==> config.mk <==
export PLATFORM = sky130hd
export DESIGN_NAME = rr_grant_ctrl
export DESIGN_NICKNAME = d
export VERILOG_FILES = /design/src/rtl/rr_grant_ctrl.sv
export SDC_FILE = /design/constraint.sdc
export NUM_CORES = 1
export LEC_CHECK = 0
export ABC_AREA = 1
export ABC_CLOCK_PERIOD_IN_PS = 2300
export CORE_MARGIN = 2
export CORE_UTILIZATION = 55
export DETAILED_ROUTE_END_ITERATION = 10
export PLACE_DENSITY = 0.82
export SETUP_SLACK_MARGIN = 0.2
export SLEW_MARGIN = 10
export SYNTH_ARGS = -nofsm -noshare
export SYNTH_HDL_FRONTEND = slang
export SYNTH_SLANG_ARGS = --single-unit
==> constraint.sdc <==
create_clock -name clk -period 2.3 [get_ports clk]
set_input_delay 0.575 -clock clk [delete_from_list [all_inputs] [get_ports clk]]
set_output_delay 0.575 -clock clk [all_outputs]
set_load 0.02 [all_outputs]
==> src/rtl/rr_grant_ctrl.sv <==
// Round-robin ownership arbiter for one shared resource among N requesters.
// Grants one owner at a time, enforces a MAX_HOLD cycle limit and a one-cycle idle gap.
module rr_grant_ctrl #(
  parameter int unsigned N        = 3,
  parameter int unsigned MAX_HOLD = 6,
  localparam int unsigned IDW     = $clog2(N)
) (
  input  logic           clk,
  input  logic           rst_n,
  input  logic [N-1:0]   req,
  input  logic           rel,
  output logic [N-1:0]   gnt,
  output logic [IDW-1:0] gnt_id,
  output logic           busy,
  output logic           timeout
);

  localparam int unsigned HW = $clog2(MAX_HOLD + 1);

  typedef enum logic {StIdle, StGrant} state_e;

  state_e         state_q, state_d;
  logic [N-1:0]   gnt_q, gnt_d;
  logic [IDW-1:0] gnt_id_q, gnt_id_d;
  logic           busy_q, busy_d;
  logic           timeout_q, timeout_d;
  logic [IDW-1:0] ptr_q, ptr_d;
  logic [HW-1:0]  hold_cnt_q, hold_cnt_d;

  logic           any_req;
  logic           vol_release;
  logic           hold_max;
  logic [IDW-1:0] win;
  logic           found;
  int unsigned    idx;

  assign any_req     = |req;
  assign vol_release = rel || !req[gnt_id_q];
  assign hold_max    = (hold_cnt_q == HW'(MAX_HOLD));

  // First requester found scanning upward from ptr, wrapping modulo N.
  always_comb begin
    win   = '0;
    found = 1'b0;
    idx   = 0;
    for (int unsigned k = 0; k < N; k++) begin
      idx = (32'(ptr_q) + k) % N;
      if (!found && req[idx]) begin
        found = 1'b1;
        win   = IDW'(idx);
      end
    end
  end

  // State register
  always_ff @(posedge clk or negedge rst_n) begin
    if (!rst_n) begin
      state_q <= StIdle;
    end else begin
      state_q <= state_d;
    end
  end

  // Next-state logic
  always_comb begin
    state_d = state_q;
    unique case (state_q)
      StIdle:  if (any_req) state_d = StGrant;
      StGrant: if (vol_release || hold_max) state_d = StIdle;
      default: state_d = StIdle;
    endcase
  end

  // Registered outputs and datapath next values
  always_comb begin
    gnt_d      = gnt_q;
    gnt_id_d   = gnt_id_q;
    busy_d     = busy_q;
    timeout_d  = 1'b0;
    ptr_d      = ptr_q;
    hold_cnt_d = hold_cnt_q;
    unique case (state_q)
      StIdle: begin
        if (any_req) begin
          gnt_d      = '0;
          gnt_d[win] = 1'b1;
          gnt_id_d   = win;
          busy_d     = 1'b1;
          hold_cnt_d = HW'(1);
        end
      end
      StGrant: begin
        if (vol_release || hold_max) begin
          gnt_d     = '0;
          busy_d    = 1'b0;
          ptr_d     = (gnt_id_q == IDW'(N - 1)) ? '0 : gnt_id_q + 1'b1;
          // A voluntary release in the limit cycle suppresses the pulse.
          timeout_d = !vol_release;
        end else begin
          hold_cnt_d = hold_cnt_q + 1'b1;
        end
      end
      default: ;
    endcase
  end

  always_ff @(posedge clk or negedge rst_n) begin
    if (!rst_n) begin
      gnt_q      <= '0;
      gnt_id_q   <= '0;
      busy_q     <= 1'b0;
      timeout_q  <= 1'b0;
      ptr_q      <= '0;
      hold_cnt_q <= '0;
    end else begin
      gnt_q      <= gnt_d;
      gnt_id_q   <= gnt_id_d;
      busy_q     <= busy_d;
      timeout_q  <= timeout_d;
      ptr_q      <= ptr_d;
      hold_cnt_q <= hold_cnt_d;
    end
  end

  // Output logic
  always_comb begin
    gnt     = gnt_q;
    gnt_id  = gnt_id_q;
    busy    = busy_q;
    timeout = timeout_q;
  end

endmodule
Word-level counts from Yosys, hierarchy flattened
Index checks and enable logic that the tools add are counted.
- register bits: 13
- latch bits: 0
- memory bits (writable): 0
- bits in read-only memories: 0
- input port bits: 6
- output and inout port bits: 7
- logic and storage cells: 70
- memories: 0
- $add $sub $neg: 4
- multipliers: 0
- div/mod/pow operators: 3
- magnitude comparators: 6
- equal/unequal tests: 5
- shifts and indexed selects: 0
- multiplexer cells: 30
- bitwise operators: 1
- reductions and logical operators: 14
- operators with widths (cell ; count):
    $lt 32x3->1 const B ; 3
    $mod 32x2->32 const B ; 2
    $mod 2x2->32 const B ; 1
    $mux 1 ; 13
    $mux 3 ; 4
    $pmux 3 s2 ; 2
    $bmux 1 s2 ; 4
    $mux 2 ; 4
    $reduce_and 2->1 ; 4
    $lt 2x3->1 const B ; 2
    $logic_not 1->1 ; 4
    $ne 2x2->1 const B ; 2
    $pmux 1 s2 ; 2
    $add 2x1->3 const B ; 1
    $add 2x2->3 const B ; 1
    $add 3x1->3 const B ; 1
    $eq 3x3->1 const B ; 1
    $logic_and 1x1->1 ; 3
    $reduce_or 3->1 ; 1
    $add 2x1->2 const B ; 1
    $demux 1 s2 ; 1
    $eq 2x2->1 const B ; 1
    $ge 2x1->1 const B ; 1
    $logic_or 1x1->1 ; 2
    2 further kinds ; 2

Depth between registers and ports, before layout
Gate-level depths: netlist of the first run.
- word-level depth: 16
- depth in mapped cells: 11

Least setup slack after synthesis of the first run
OpenSTA, ideal clock, no wires.
- path kind: reg2reg
- from: reg ptr_q[0]
- to: reg gnt_q[0] (netlist: gnt[0])
- setup time: 0.117 ns
- arrival time: 1.384 ns
- data required time: 2.183 ns
- path slack: 0.799 ns
- stages on the path, launching flop included: 12
- clock period less this slack: 1.501 ns
- cells stage by stage: dfrtp_1 inv_1 ha_1 inv_1 nand2_1 nand3_1 nand2_1 nand3_1 nor2_1 nor2_1 nand2_1 nand2_1
- cells in the longest elaborated chain, start to end: 16
- RTL lines (element ; RTL line ; source):
    start: declaration ; 27 ; logic [IDW-1:0] ptr_q, ptr_d;
    start signal: assignment ; 120 ; ptr_q <= ptr_d;
    parallel branches: the longest is 9 deep, another holds $mod 32x2->32 ; n/a ;
    $mux 2 (*) ; 48 ; if (!found && req[idx]) begin
    $lt 2x3->1 (not written as such) or $ge 2x1->1 (tied branches) ; 86 ; gnt_d[win] = 1'b1;
    $logic_and 1x1->1 (not written as such) ; 86 ;
    $mux 1 (not written as such) ; 86 ;
    $demux 1 s2 (*) ; 86 ;
    $mux 3 (*) ; 84 ; if (any_req) begin
    $pmux 3 s2 (*) ; 82 ; unique case (state_q)
    end signal: assignment ; 116 ; gnt_q <= gnt_d;
    end: declaration ; 23 ; logic [N-1:0] gnt_q, gnt_d;
Every way passes the cells marked *. The select of a mux whose other input is x is not followed.
A chain may end at the register's enable or synchronous reset.

Final worst setup path of the first run
- from: reg gnt_id_q[0] (netlist: gnt_id[0])
- to: out gnt_id[0]
- RTL lines (element ; RTL line ; source):
    start: declaration ; 24 ; logic [IDW-1:0] gnt_id_q, gnt_id_d;
    start signal: assignment ; 117 ; gnt_id_q <= gnt_id_d;
    end: declaration ; 13 ; output logic [IDW-1:0] gnt_id,
No word-level cell between the ends.

==> results.rst, run 1 <==
.. list-table::
   :header-rows: 1

   * - Metric
     - Value
   * - Final count of pins violating max slew
     - 0
   * - Synth-to-Final Area Change
     - 20.6%
   * - Synthesized netlist net count
     - 124
   * - Multiplexer share of the synthesized area
     - 0%
   * - Category of the worst setup path capture point
     - primary output
   * - Average wire per cell in the routed design
     - 11.9 um
   * - Reg area
     - ~330 um^2
   * - Worst R2R Start
     - ptr_q[0]
   * - Via density
     - 5.43
   * - Placed standard-cell area
     - 956 um^2
   * - Antenna violations before repair
     - 0
   * - Final routed wirelength across all metal layers
     - 1.71 mm
   * - Period utilization
     - 81.9%
   * - Worst clock skew on the final layout
     - 0.00430 ns
   * - Maximum number of buffers from clock root to sink
     - 2
   * - Height of the die
     - 42.5 um
   * - Part of the Yosys area used for sequential elements
     - 39.9%
   * - Simple-gate share of the synthesized area
     - 35.6%
   * - Filler cell count
     - 113
   * - DRC
     - 0
   * - Post-Place Setup Slack
     - approximately 0.28 ns
   * - Number of global-route vias before repair
     - between 700 and 800
   * - Launch point of the worst path
     - gnt_id[0]
   * - Final setup margin
     - 0.416 ns
   * - H-tree level count
     - 1
   * - Clock-pin slew on the worst setup and hold paths
     - 0.08 ns
   * - Share of the synthesized area in compound gates (AO/OA/AOI/OAI)
     - 6.61%
   * - Layout net count
     - 141
   * - Global placer's final weighted congestion
     - 0.963
   * - Final Hold Violating Endpoints
     - 0
   * - Pin count of the biggest net entering global routing
     - 14
   * - Total via count in the routed design
     - 776
   * - Std-Cell Core Area
     - 1350 um^2
   * - Met3 GRT Util
     - 4.31%
   * - Highest clock rate
     - 531 MHz
   * - Cells along the critical path
     - clkdlybuf4s50_1
   * - Violation count after the first detailed-routing iteration
     - 40
   * - Unrepaired setup endpoints after global routing
     - false
   * - Pwr/cell area
     - ~1300 nW/um^2
   * - Total congestion overflow
     - 0
   * - Worst hold path class
     - register to register
   * - Kind of start point of the critical path
     - register
   * - Result of the run
     - complete, no violations
   * - Crit path arrival time
     - roughly 1.3 ns
   * - Met1 track utilization from global routing
     - 30.1%
   * - Clock root buffer
     - sky130_fd_sc_hd__clkbuf_4
   * - Slew of the pin with the lowest slew margin
     - 0.554 ns
   * - GR Layer Usage met2
     - ~37%
   * - Slowest Stage Delay on Critical Path
     - 0.62 ns
   * - Total number of yosys warnings
     - 0
   * - Proportion of layout cells with a drive suffix above 1
     - 6.25%
   * - Global-route total usage across every layer
     - 23.3%
   * - Path type of the worst setup path
     - register to primary output
   * - Die extent in x
     - ~42 um
   * - FF+latch count, synth
     - 13
   * - Maximum fanout encountered on the critical timing path
     - 4
   * - Static Leak
     - 0.522 nW
   * - Pre-Repair DR Iteration Count
     - 4
   * - Minimum clock period after layout
     - 1.88 ns
   * - Count of unique library cells instantiated by Yosys
     - 15
   * - # Max-Cap Violations
     - 0
   * - Worst slew margin
     - 63.0%
   * - Arithmetic-cell share of the synthesized area counting full adders, half adders and majority gates
     - 9.22%
   * - Parity-gate share of the synthesized area counting xor and xnor cells
     - 1.08%
   * - Post-CTS setup-driven buffer insertion count
     - 0
   * - Footprint of the multi-input gates
     - 428 um^2
   * - Final setup violation count
     - 0
   * - Layer carrying the most global-route usage
     - met2
   * - Dominant combinational cell family by area after synthesis
     - simple AND/OR/NAND/NOR gates
   * - Number of placement rows
     - 13
   * - Origin of the worst min-delay path
     - busy
   * - Synth Cell Area
     - 815 um^2
   * - Top delay family on crit path
     - buffers and inverters
   * - Gates resized, CTS repair
     - 0
   * - Slowest cell on crit path
     - sky130_fd_sc_hd__clkdlybuf4s50_1
   * - Non-Filler Instances
     - 143
   * - Number of routed nets with antenna violations
     - 0
   * - VDD IR-drop max
     - 0.816 mV
   * - Clock tree from TritonCTS
     - built
   * - Starting utilization of the core area
     - 60.3%
   * - HPWL after detailed placement
     - 1.32 mm
   * - Cts-stage hold buffer count
     - 0
   * - Area enclosed by the die boundary
     - 1800 um^2
   * - Post-synthesis cell count
     - 112
   * - Final-layout setup total negative slack
     - 0 ns
   * - Summed area of non-filler cells in the final layout
     - 982 um^2
   * - Clock latency on the worst-skew pair
     - between 0.2 and 0.3 ns
   * - Number of buffers and inverters on the critical path
     - 1
   * - FF-to-FF setup slack
     - about 0.56 ns
   * - Number of ports placed on the die boundary
     - 13
   * - Wire length of the first global-routing pass
     - approximately 3.2 mm
   * - Total placed cells including tap cells
     - 139
   * - Count of input and output buffers
     - 12
   * - Number of buffers added by the clock tree synthesis step
     - 3
   * - Synthesized area per cell
     - roughly 7.3 um^2
   * - Required time at the endpoint of the critical path
     - 1.73 ns
   * - Sink Count
     - 13
   * - Number of antenna cells inserted
     - 0
   * - Share of the core filled with cells
     - between 70 and 80%
-- layer usage --
| layer | part of all wire (%) | up-vias |
|---|---|---|
| li1 | - | 388 |
| met4 | 2.3 | 0 |
| met1 | 45 | 366 |
| met3 | 4.7 | 5 |
| met2 | 48 | 17 |
| met5 | 0 | - |
-- tightest hold or removal path: stages, from the launching register on --
cell and delay [ns]:
sky130_fd_sc_hd__dfrtp_1 0.35, sky130_fd_sc_hd__nand2_1 0.06, sky130_fd_sc_hd__nand2_1 0.04
-- cell usage in the layout (no fill, tap or decap), types with 3 or more instances in the layout --
master,n
sky130_fd_sc_hd__nand3_1,18
sky130_fd_sc_hd__ha_1,6
sky130_fd_sc_hd__clkdlybuf4s50_1,12
sky130_fd_sc_hd__o21ai_0,5
sky130_fd_sc_hd__clkbuf_4,3
sky130_fd_sc_hd__inv_1,15
sky130_fd_sc_hd__nand2_1,38
sky130_fd_sc_hd__dfrtp_1,13
sky130_fd_sc_hd__nor2_1,9
-- layout make-up --
class | count | area share [%]
tap | 15 | 1.91
multi-input combinational | 83 | 43.6
timing repair buffer | 13 | 13.0
clock buffer | 4 | 2.68
sequential | 13 | 33.1
inverter | 15 | 5.73
-- per-stage QoR --
| stage | hold WS, ns | total power [mW] |
|---|---|---|
| floorplan | 0.279 | 0.902 |
| global placement | 0.463 | 1.10 |
| detailed placement | 0.470 | 1.12 |
| CTS | 0.493 | 1.27 |
| global route | 0.515 | 1.40 |
| finish | 0.484 | 1.27 |
-- sequential cells by signal, indices dropped and copies added (netlist names) --
signal / cells
gnt: 3
hold_cnt_q: 3
gnt_id: 2
ptr_q: 2
busy: 1
state_q: 1
timeout: 1
-- cell usage after synthesis --
cell                      instances  share of area, %
sky130_fd_sc_hd__buf_2            1              0.61
sky130_fd_sc_hd__dfrtp_1         13                40
sky130_fd_sc_hd__ha_1             6               9.2
sky130_fd_sc_hd__inv_1           15               6.9
sky130_fd_sc_hd__nand2_1         38                18
sky130_fd_sc_hd__nand2_2          1              0.77
sky130_fd_sc_hd__nand3_1         18                11
sky130_fd_sc_hd__nand4_2          1               1.5
sky130_fd_sc_hd__nor2_1           9               4.1
sky130_fd_sc_hd__nor3_1           1              0.61
sky130_fd_sc_hd__o21ai_0          5               3.1
sky130_fd_sc_hd__o21ai_2          1               1.1
sky130_fd_sc_hd__o22ai_2          1               1.5
sky130_fd_sc_hd__o31ai_1          1              0.92
sky130_fd_sc_hd__xnor2_1          1               1.1
-- path summary, 6_finish.rpt --
| check | endpoint | cells past startpoint |
|---|---|---|
| min in group asynchronous | busy | 1 |
| min reg2reg | busy | 2 |
| max reg2reg | gnt[0] | 11 |
| max in group asynchronous | gnt[2] | 1 |
| max | gnt_id[0] | 1 |
| min | busy | 2 |
-- kinds of logic (layout without fill, tap and decap cells) --
| logic type | Yosys count | in the layout |
|---|---|---|
| and+or+nand+nor | 68 | 68 |
| buffers and inverters | 16 | 32 |
| DFF | 13 | 13 |
| AOI/OAI and AO/OA | 8 | 8 |
| adders and majority gates | 6 | 6 |
| xor gates and xnor gates | 1 | 1 |
-- where the power goes --
group,switching [mW],internal [mW]
combinational,0.445,0.285
clock,0.0753,0.0674
sequential,0.0782,0.316
total,0.598,0.668
Power figures use the tool's default switching activity.
==> inputs of run 2 (changes only) <==
- ABC_CLOCK_PERIOD_IN_PS: 2300 -> 1800
- CORE_UTILIZATION: 55 -> 51
- PLACE_DENSITY: 0.82 -> 0.77
- clock period: 2.3 -> 1.8 ns (I/O delays scaled with it)
==> results.rst, run 2 (synthesis results as in run 1) <==
.. list-table::
   :header-rows: 1

   * - Metric
     - Value
   * - Die extent in x
     - 44.0 um
   * - Footprint of the multi-input gates
     - 492 um^2
   * - Highest clock rate
     - 639 MHz
   * - Total via count in the routed design
     - 820
   * - Top delay family on crit path
     - buffers and inverters
   * - Clock root buffer
     - sky130_fd_sc_hd__clkbuf_4
   * - Layout net count
     - 151
   * - Post-Place Setup Slack
     - -0.0679 ns
   * - Number of placement rows
     - 14
   * - Worst slew margin
     - between 60% and 70%
   * - H-tree level count
     - 1
   * - Maximum number of buffers from clock root to sink
     - 2
   * - Average wire per cell in the routed design
     - approximately 13 um
   * - Wire length of the first global-routing pass
     - 3.00 mm
   * - # Max-Cap Violations
     - 0
   * - Kind of start point of the critical path
     - primary input
   * - Non-Filler Instances
     - 154
   * - Final setup margin
     - between 0.2 and 0.25 ns
   * - Via density
     - between 5 and 6
   * - Clock tree from TritonCTS
     - built
   * - Filler cell count
     - 119
   * - Minimum clock period after layout
     - 1.56 ns
   * - Commonest non-fill, non-tap cell in the layout
     - sky130_fd_sc_hd__nand2_1
   * - Count of input and output buffers
     - 12
   * - VDD IR-drop max
     - 0.992 mV
   * - Proportion of layout cells with a drive suffix above 1
     - about a quarter
   * - Number of routed nets with antenna violations
     - 0
   * - DRC
     - 0
   * - Static Leak
     - 0.600 nW
   * - Pin count of the biggest net entering global routing
     - 14
   * - Final Hold Violating Endpoints
     - 0
   * - Category of the worst setup path capture point
     - register
   * - Path type of the worst setup path
     - primary input to register
   * - Slowest Stage Delay on Critical Path
     - 0.43 ns
   * - Number of global-route vias before repair
     - 723
   * - Reg area
     - 327 um^2
   * - FF-to-FF setup slack
     - 0.27 ns
   * - Starting utilization of the core area
     - 54.1%
   * - Worst R2R Start
     - ptr_q[1]
   * - Synth-to-Final Area Change
     - 37.2%
   * - Number of buffers and inverters on the critical path
     - 4
   * - Total congestion overflow
     - 0
   * - Period utilization
     - 86.9%
   * - Crit path arrival time
     - 1.78 ns
   * - Std-Cell Core Area
     - 1510 um^2
   * - Sink Count
     - 13
   * - Worst clock skew on the final layout
     - around 0.0062 ns
   * - Share of the core filled with cells
     - between 70% and 80%
   * - Area enclosed by the die boundary
     - 1930 um^2
   * - Worst hold path class
     - register to register
   * - Clock latency on the worst-skew pair
     - around 0.27 ns
   * - Number of buffers added by the clock tree synthesis step
     - 3
   * - Pwr/cell area
     - 1670 nW/um^2
   * - Unrepaired setup endpoints after global routing
     - false
   * - Clock-pin slew on the worst setup and hold paths
     - 0.08 ns
   * - Number of antenna cells inserted
     - 0
   * - HPWL after detailed placement
     - between 1 and 1.5 mm
   * - Commonest cells after routing, fill and taps aside
     - sky130_fd_sc_hd__nand2_1, sky130_fd_sc_hd__nand3_1, sky130_fd_sc_hd__dfrtp_1
   * - Slowest cell on crit path
     - sky130_fd_sc_hd__clkdlybuf4s50_1
   * - Global placer's final weighted congestion
     - 0.907
   * - Final setup violation count
     - 0
   * - Height of the die
     - 44.0 um
   * - Origin of the worst min-delay path
     - busy
   * - Cell occurring most often along the worst timing path
     - sky130_fd_sc_hd__buf_4
   * - Cells along the critical path
     - clkdlybuf4s50_1, buf_4, o31ai_2, buf_4, buf_4, nand3_1, nand2_1
   * - Final count of pins violating max slew
     - 0
   * - Total placed cells including tap cells
     - 143
   * - Antenna violations before repair
     - 0
   * - Result of the run
     - complete, no violations
   * - Required time at the endpoint of the critical path
     - between 2 and 2.5 ns
   * - Pre-Repair DR Iteration Count
     - 4
   * - Global-route total usage across every layer
     - 21.0%
   * - Maximum fanout encountered on the critical timing path
     - 8
   * - Final-layout setup total negative slack
     - 0 ns
   * - Violation count after the first detailed-routing iteration
     - 29
   * - Final routed wirelength across all metal layers
     - 1.93 mm
   * - Launch point of the worst path
     - req[1]
   * - Number of ports placed on the die boundary
     - 13
   * - Slew of the pin with the lowest slew margin
     - 0.590 ns
==> run 2: cell count changes in the layout (fill, tap and decap cells not counted), moves of 2 or more <==
cell,delta
sky130_fd_sc_hd__buf_4,+10
sky130_fd_sc_hd__ha_1,-3
sky130_fd_sc_hd__inv_1,-4
sky130_fd_sc_hd__clkdlybuf4s50_1,-8
sky130_fd_sc_hd__o21ai_0,-2
sky130_fd_sc_hd__nand2_1,-3
sky130_fd_sc_hd__nand2_2,+2
sky130_fd_sc_hd__inv_2,+4
sky130_fd_sc_hd__dlygate4sd2_1,+7
sky130_fd_sc_hd__ha_4,+2
sky130_fd_sc_hd__nor2_1,-2
==> run 2: worst paths after layout <==
path	end	depth (start not counted)
max	hold_cnt_q[2]	7
min	busy	2
max reg2reg	gnt[0]	10
min reg2reg	busy	2
max in group asynchronous	ptr_q[1]	1
min in group asynchronous	hold_cnt_q[0]	1
==> run 2: area by class of cell <==
type | instances | area share, %
repair buffers | 23 | 17.6
flip-flops and latches | 13 | 29.2
clock buffers | 4 | 2.35
inverters | 15 | 5.04
multi-input cells | 83 | 44.0
well taps | 16 | 1.79
==> run 2: stage by stage <==
step | power, mW | area (um^2) | hold WS (ns)
after floorplan | 1.15 | 815 | 0.154
after global placement | 1.44 | 980 | 0.464
after detailed placement | 1.45 | 980 | 0.462
after CTS | 1.64 | 1010 | 0.479
after global routing | 2.05 | 1120 | 0.532
final | 1.87 | 1120 | 0.474
==> run 2: worst min-delay path, delay by kind of cell (launching register included) <==
family	cells	cell delay [ns]
simple gates	2	0.10
flops	1	0.35
==> run 2: repair_timing <==
| action | CTS | global route |
|---|---|---|
| resized for setup | 10 | 19 |
| pin swaps | 0 | 4 |
| hold endpoints to repair | 0 | 0 |
| setup buffers | 0 | 7 |
| hold buffers | 0 | 0 |
| setup endpoints to repair | 9 | 9 |
==> run 2: layer usage <==
metal | GRT usage (%) | share of wire [%]
met5 | 0 | 0
met4 | 12.7 | 1.2
met3 | 3.33 | 5.0
met2 | 30.9 | 46
met1 | 29.1 | 47
==> run 2: where the power goes <==
part | internal (mW) | switching, mW | leakage (nW)
clock | 0.0856 | 0.0892 | 0.0150
sequential | 0.405 | 0.102 | 0.163
combinational | 0.506 | 0.678 | 0.422
total | 0.996 | 0.870 | 0.600
==> inputs of run 3 (changes only) <==
--- a/config.mk
+++ b/config.mk
@@ -8,3 +8,2 @@
 export ABC_AREA = 1
-export ABC_CLOCK_PERIOD_IN_PS = 1800
 export CORE_MARGIN = 2
--- a/constraint.sdc
+++ b/constraint.sdc
@@ -3,2 +3,2 @@
 set_output_delay 0.45 -clock clk [all_outputs]
-set_load 0.02 [all_outputs]
+set_load 0.1 [all_outputs]
==> results.rst, run 3 (synthesis results as in run 1) <==
.. list-table::
   :header-rows: 1

   * - Metric
     - Value
   * - Wire length of the first global-routing pass
     - between 3 and 4 mm
   * - Number of global-route vias before repair
     - 789
   * - Number of antenna cells inserted
     - 0
   * - Final count of pins violating max slew
     - 0
   * - Sink Count
     - 13
   * - Required time at the endpoint of the critical path
     - ~2 ns
   * - Kind of start point of the critical path
     - register
   * - Total via count in the routed design
     - slightly above 800
   * - Antenna violations before repair
     - 0
   * - Final hold slack
     - 0.472 ns
   * - Starting utilization of the core area
     - 54.1%
   * - Global-route total usage across every layer
     - a little under a quarter
   * - Clock-pin slew on the worst setup and hold paths
     - 0.07 ns
   * - Pwr/cell area
     - approximately 1900 nW/um^2
   * - Clock latency on the worst-skew pair
     - 0.27 ns
   * - Number of buffers added by the clock tree synthesis step
     - 3
   * - Final Hold Violating Endpoints
     - 0
   * - Number of routed nets with antenna violations
     - 0
   * - Crit path arrival time
     - approximately 1.7 ns
   * - Std-Cell Core Area
     - between 1500 and 2000 um^2
   * - Die extent in x
     - 44.0 um
   * - Final setup violation count
     - 0
   * - HPWL after detailed placement
     - roughly 1.4 mm
   * - Final routed wirelength across all metal layers
     - just over 2 mm
   * - Minimum clock period after layout
     - 1.54 ns
   * - Result of the run
     - complete, no violations
   * - Synth-to-Final Area Change
     - 46.1%
   * - VDD IR-drop max
     - between 1 and 1.5 mV
   * - Commonest cells after routing, fill and taps aside
     - sky130_fd_sc_hd__nand2_1, sky130_fd_sc_hd__nand3_1, sky130_fd_sc_hd__inv_1
   * - Highest clock rate
     - 651 MHz
   * - Worst slew margin
     - 81.5%
   * - DRC
     - 0
   * - Proportion of layout cells with a drive suffix above 1
     - a little under a third
   * - Final-layout setup total negative slack
     - 0 ns
   * - Period utilization
     - 85.3%
   * - # Max-Cap Violations
     - 0
   * - Pre-Repair DR Iteration Count
     - 4
   * - Maximum fanout encountered on the critical timing path
     - 7
   * - Worst hold path class
     - primary input to asynchronous set/reset pin
   * - Via density
     - around 5.4
   * - Unrepaired setup endpoints after global routing
     - true
   * - Global placer's final weighted congestion
     - 0.857
   * - Layout net count
     - 148
   * - Number of ports placed on the die boundary
     - 13
   * - Static Leak
     - 0.617 nW
   * - Clock root buffer
     - sky130_fd_sc_hd__clkbuf_4
   * - Pin count of the biggest net entering global routing
     - 14
   * - Worst clock skew on the final layout
     - 0.00254 ns
   * - Category of the worst setup path capture point
     - register
   * - H-tree level count
     - 1
   * - Average wire per cell in the routed design
     - 13.7 um
   * - Area enclosed by the die boundary
     - around 1900 um^2
   * - Violation count after the first detailed-routing iteration
     - 15
   * - Commonest non-fill, non-tap cell in the layout
     - sky130_fd_sc_hd__nand2_1
   * - Number of placement rows
     - 14
   * - Clock tree from TritonCTS
     - built
   * - Count of input and output buffers
     - 12
   * - Maximum number of buffers from clock root to sink
     - 2
   * - Height of the die
     - 44.0 um
   * - Slew of the pin with the lowest slew margin
     - 0.277 ns
   * - Total congestion overflow
     - 0
   * - Path type of the worst setup path
     - register to register
-- run 3: path summary, 6_finish.rpt --
kind | start | end | cells after the start | slack (ns)
hold reg to reg | busy | busy | 2 | 0.54
setup reg to reg | ptr_q[0] | gnt[0] | 11 | 0.26
min in group clk | busy | busy | 2 | 0.54
hold / removal | rst_n | hold_cnt_q[0] | 2 | 0.47
setup / recovery | ptr_q[0] | gnt[0] | 11 | 0.26
max in group asynchronous | rst_n | ptr_q[1] | 2 | 1.15
-- run 3: per-stage QoR --
step / cell area (um^2) / power (mW) / setup slack, ns / instances / util [%]
2_1_floorplan: 817 / 1.44 / 0.295 / 112 / -
3_3_place_gp: 1060 / 1.86 / -0.103 / 144 / 70.3
3_5_place_dp: 1060 / 1.87 / -0.0912 / 144 / 70.3
4_1_cts: 1100 / 2.10 / 0.204 / 148 / 72.9
5_1_grt: 1190 / 2.44 / 0.112 / 151 / 79.0
6_report: 1190 / 2.28 / 0.264 / 151 / 79.0
-- run 3: where the power goes --
part | internal [mW] | total [mW] | switching, mW
clock network | 0.0859 | 0.176 | 0.0903
registers | 0.410 | 0.560 | 0.150
logic | 0.584 | 1.55 | 0.962
-- run 3: cell type report --
type	count	area (um^2)
multi-input combinational	83	498
fill	100	317
clock buffer	4	26.3
inverter	15	56.3
timing repair buffer	20	259
sequential	13	330
tap	16	20.0
-- run 3: worst max-delay path, stage by stage (launching register included) --
cell,delay (ns)
sky130_fd_sc_hd__dfrtp_2,0.43
sky130_fd_sc_hd__inv_2,0.07
sky130_fd_sc_hd__ha_4,0.30
sky130_fd_sc_hd__inv_2,0.05
sky130_fd_sc_hd__nand2_1,0.08
sky130_fd_sc_hd__nand3_2,0.07
sky130_fd_sc_hd__nand2_2,0.07
sky130_fd_sc_hd__nand3_2,0.07
sky130_fd_sc_hd__nor2_2,0.14
sky130_fd_sc_hd__nor2_1,0.05
sky130_fd_sc_hd__nand2_1,0.06
sky130_fd_sc_hd__nand2_1,0.04
-- run 3: layer usage --
layer	track usage [%]	wire length (um)	up-vias
li1	-	-	400
met1	31.6	877	381
met2	37.1	1090	28
met3	1.67	83	3
met4	9.09	23	0
met5	0	0	-
-- run 3: what timing repair did --
| action | 4_1_cts | 5_1_grt |
|---|---|---|
| setup buffers | 0 | 2 |
| hold buffers | 0 | 0 |
| endpoints found under the hold margin | 0 | 0 |
| pin swaps | 2 | 5 |
| gates resized for setup | 1 | 26 |
| endpoints found under the setup margin | 5 | 11 |
| gates cloned | 0 | 1 |
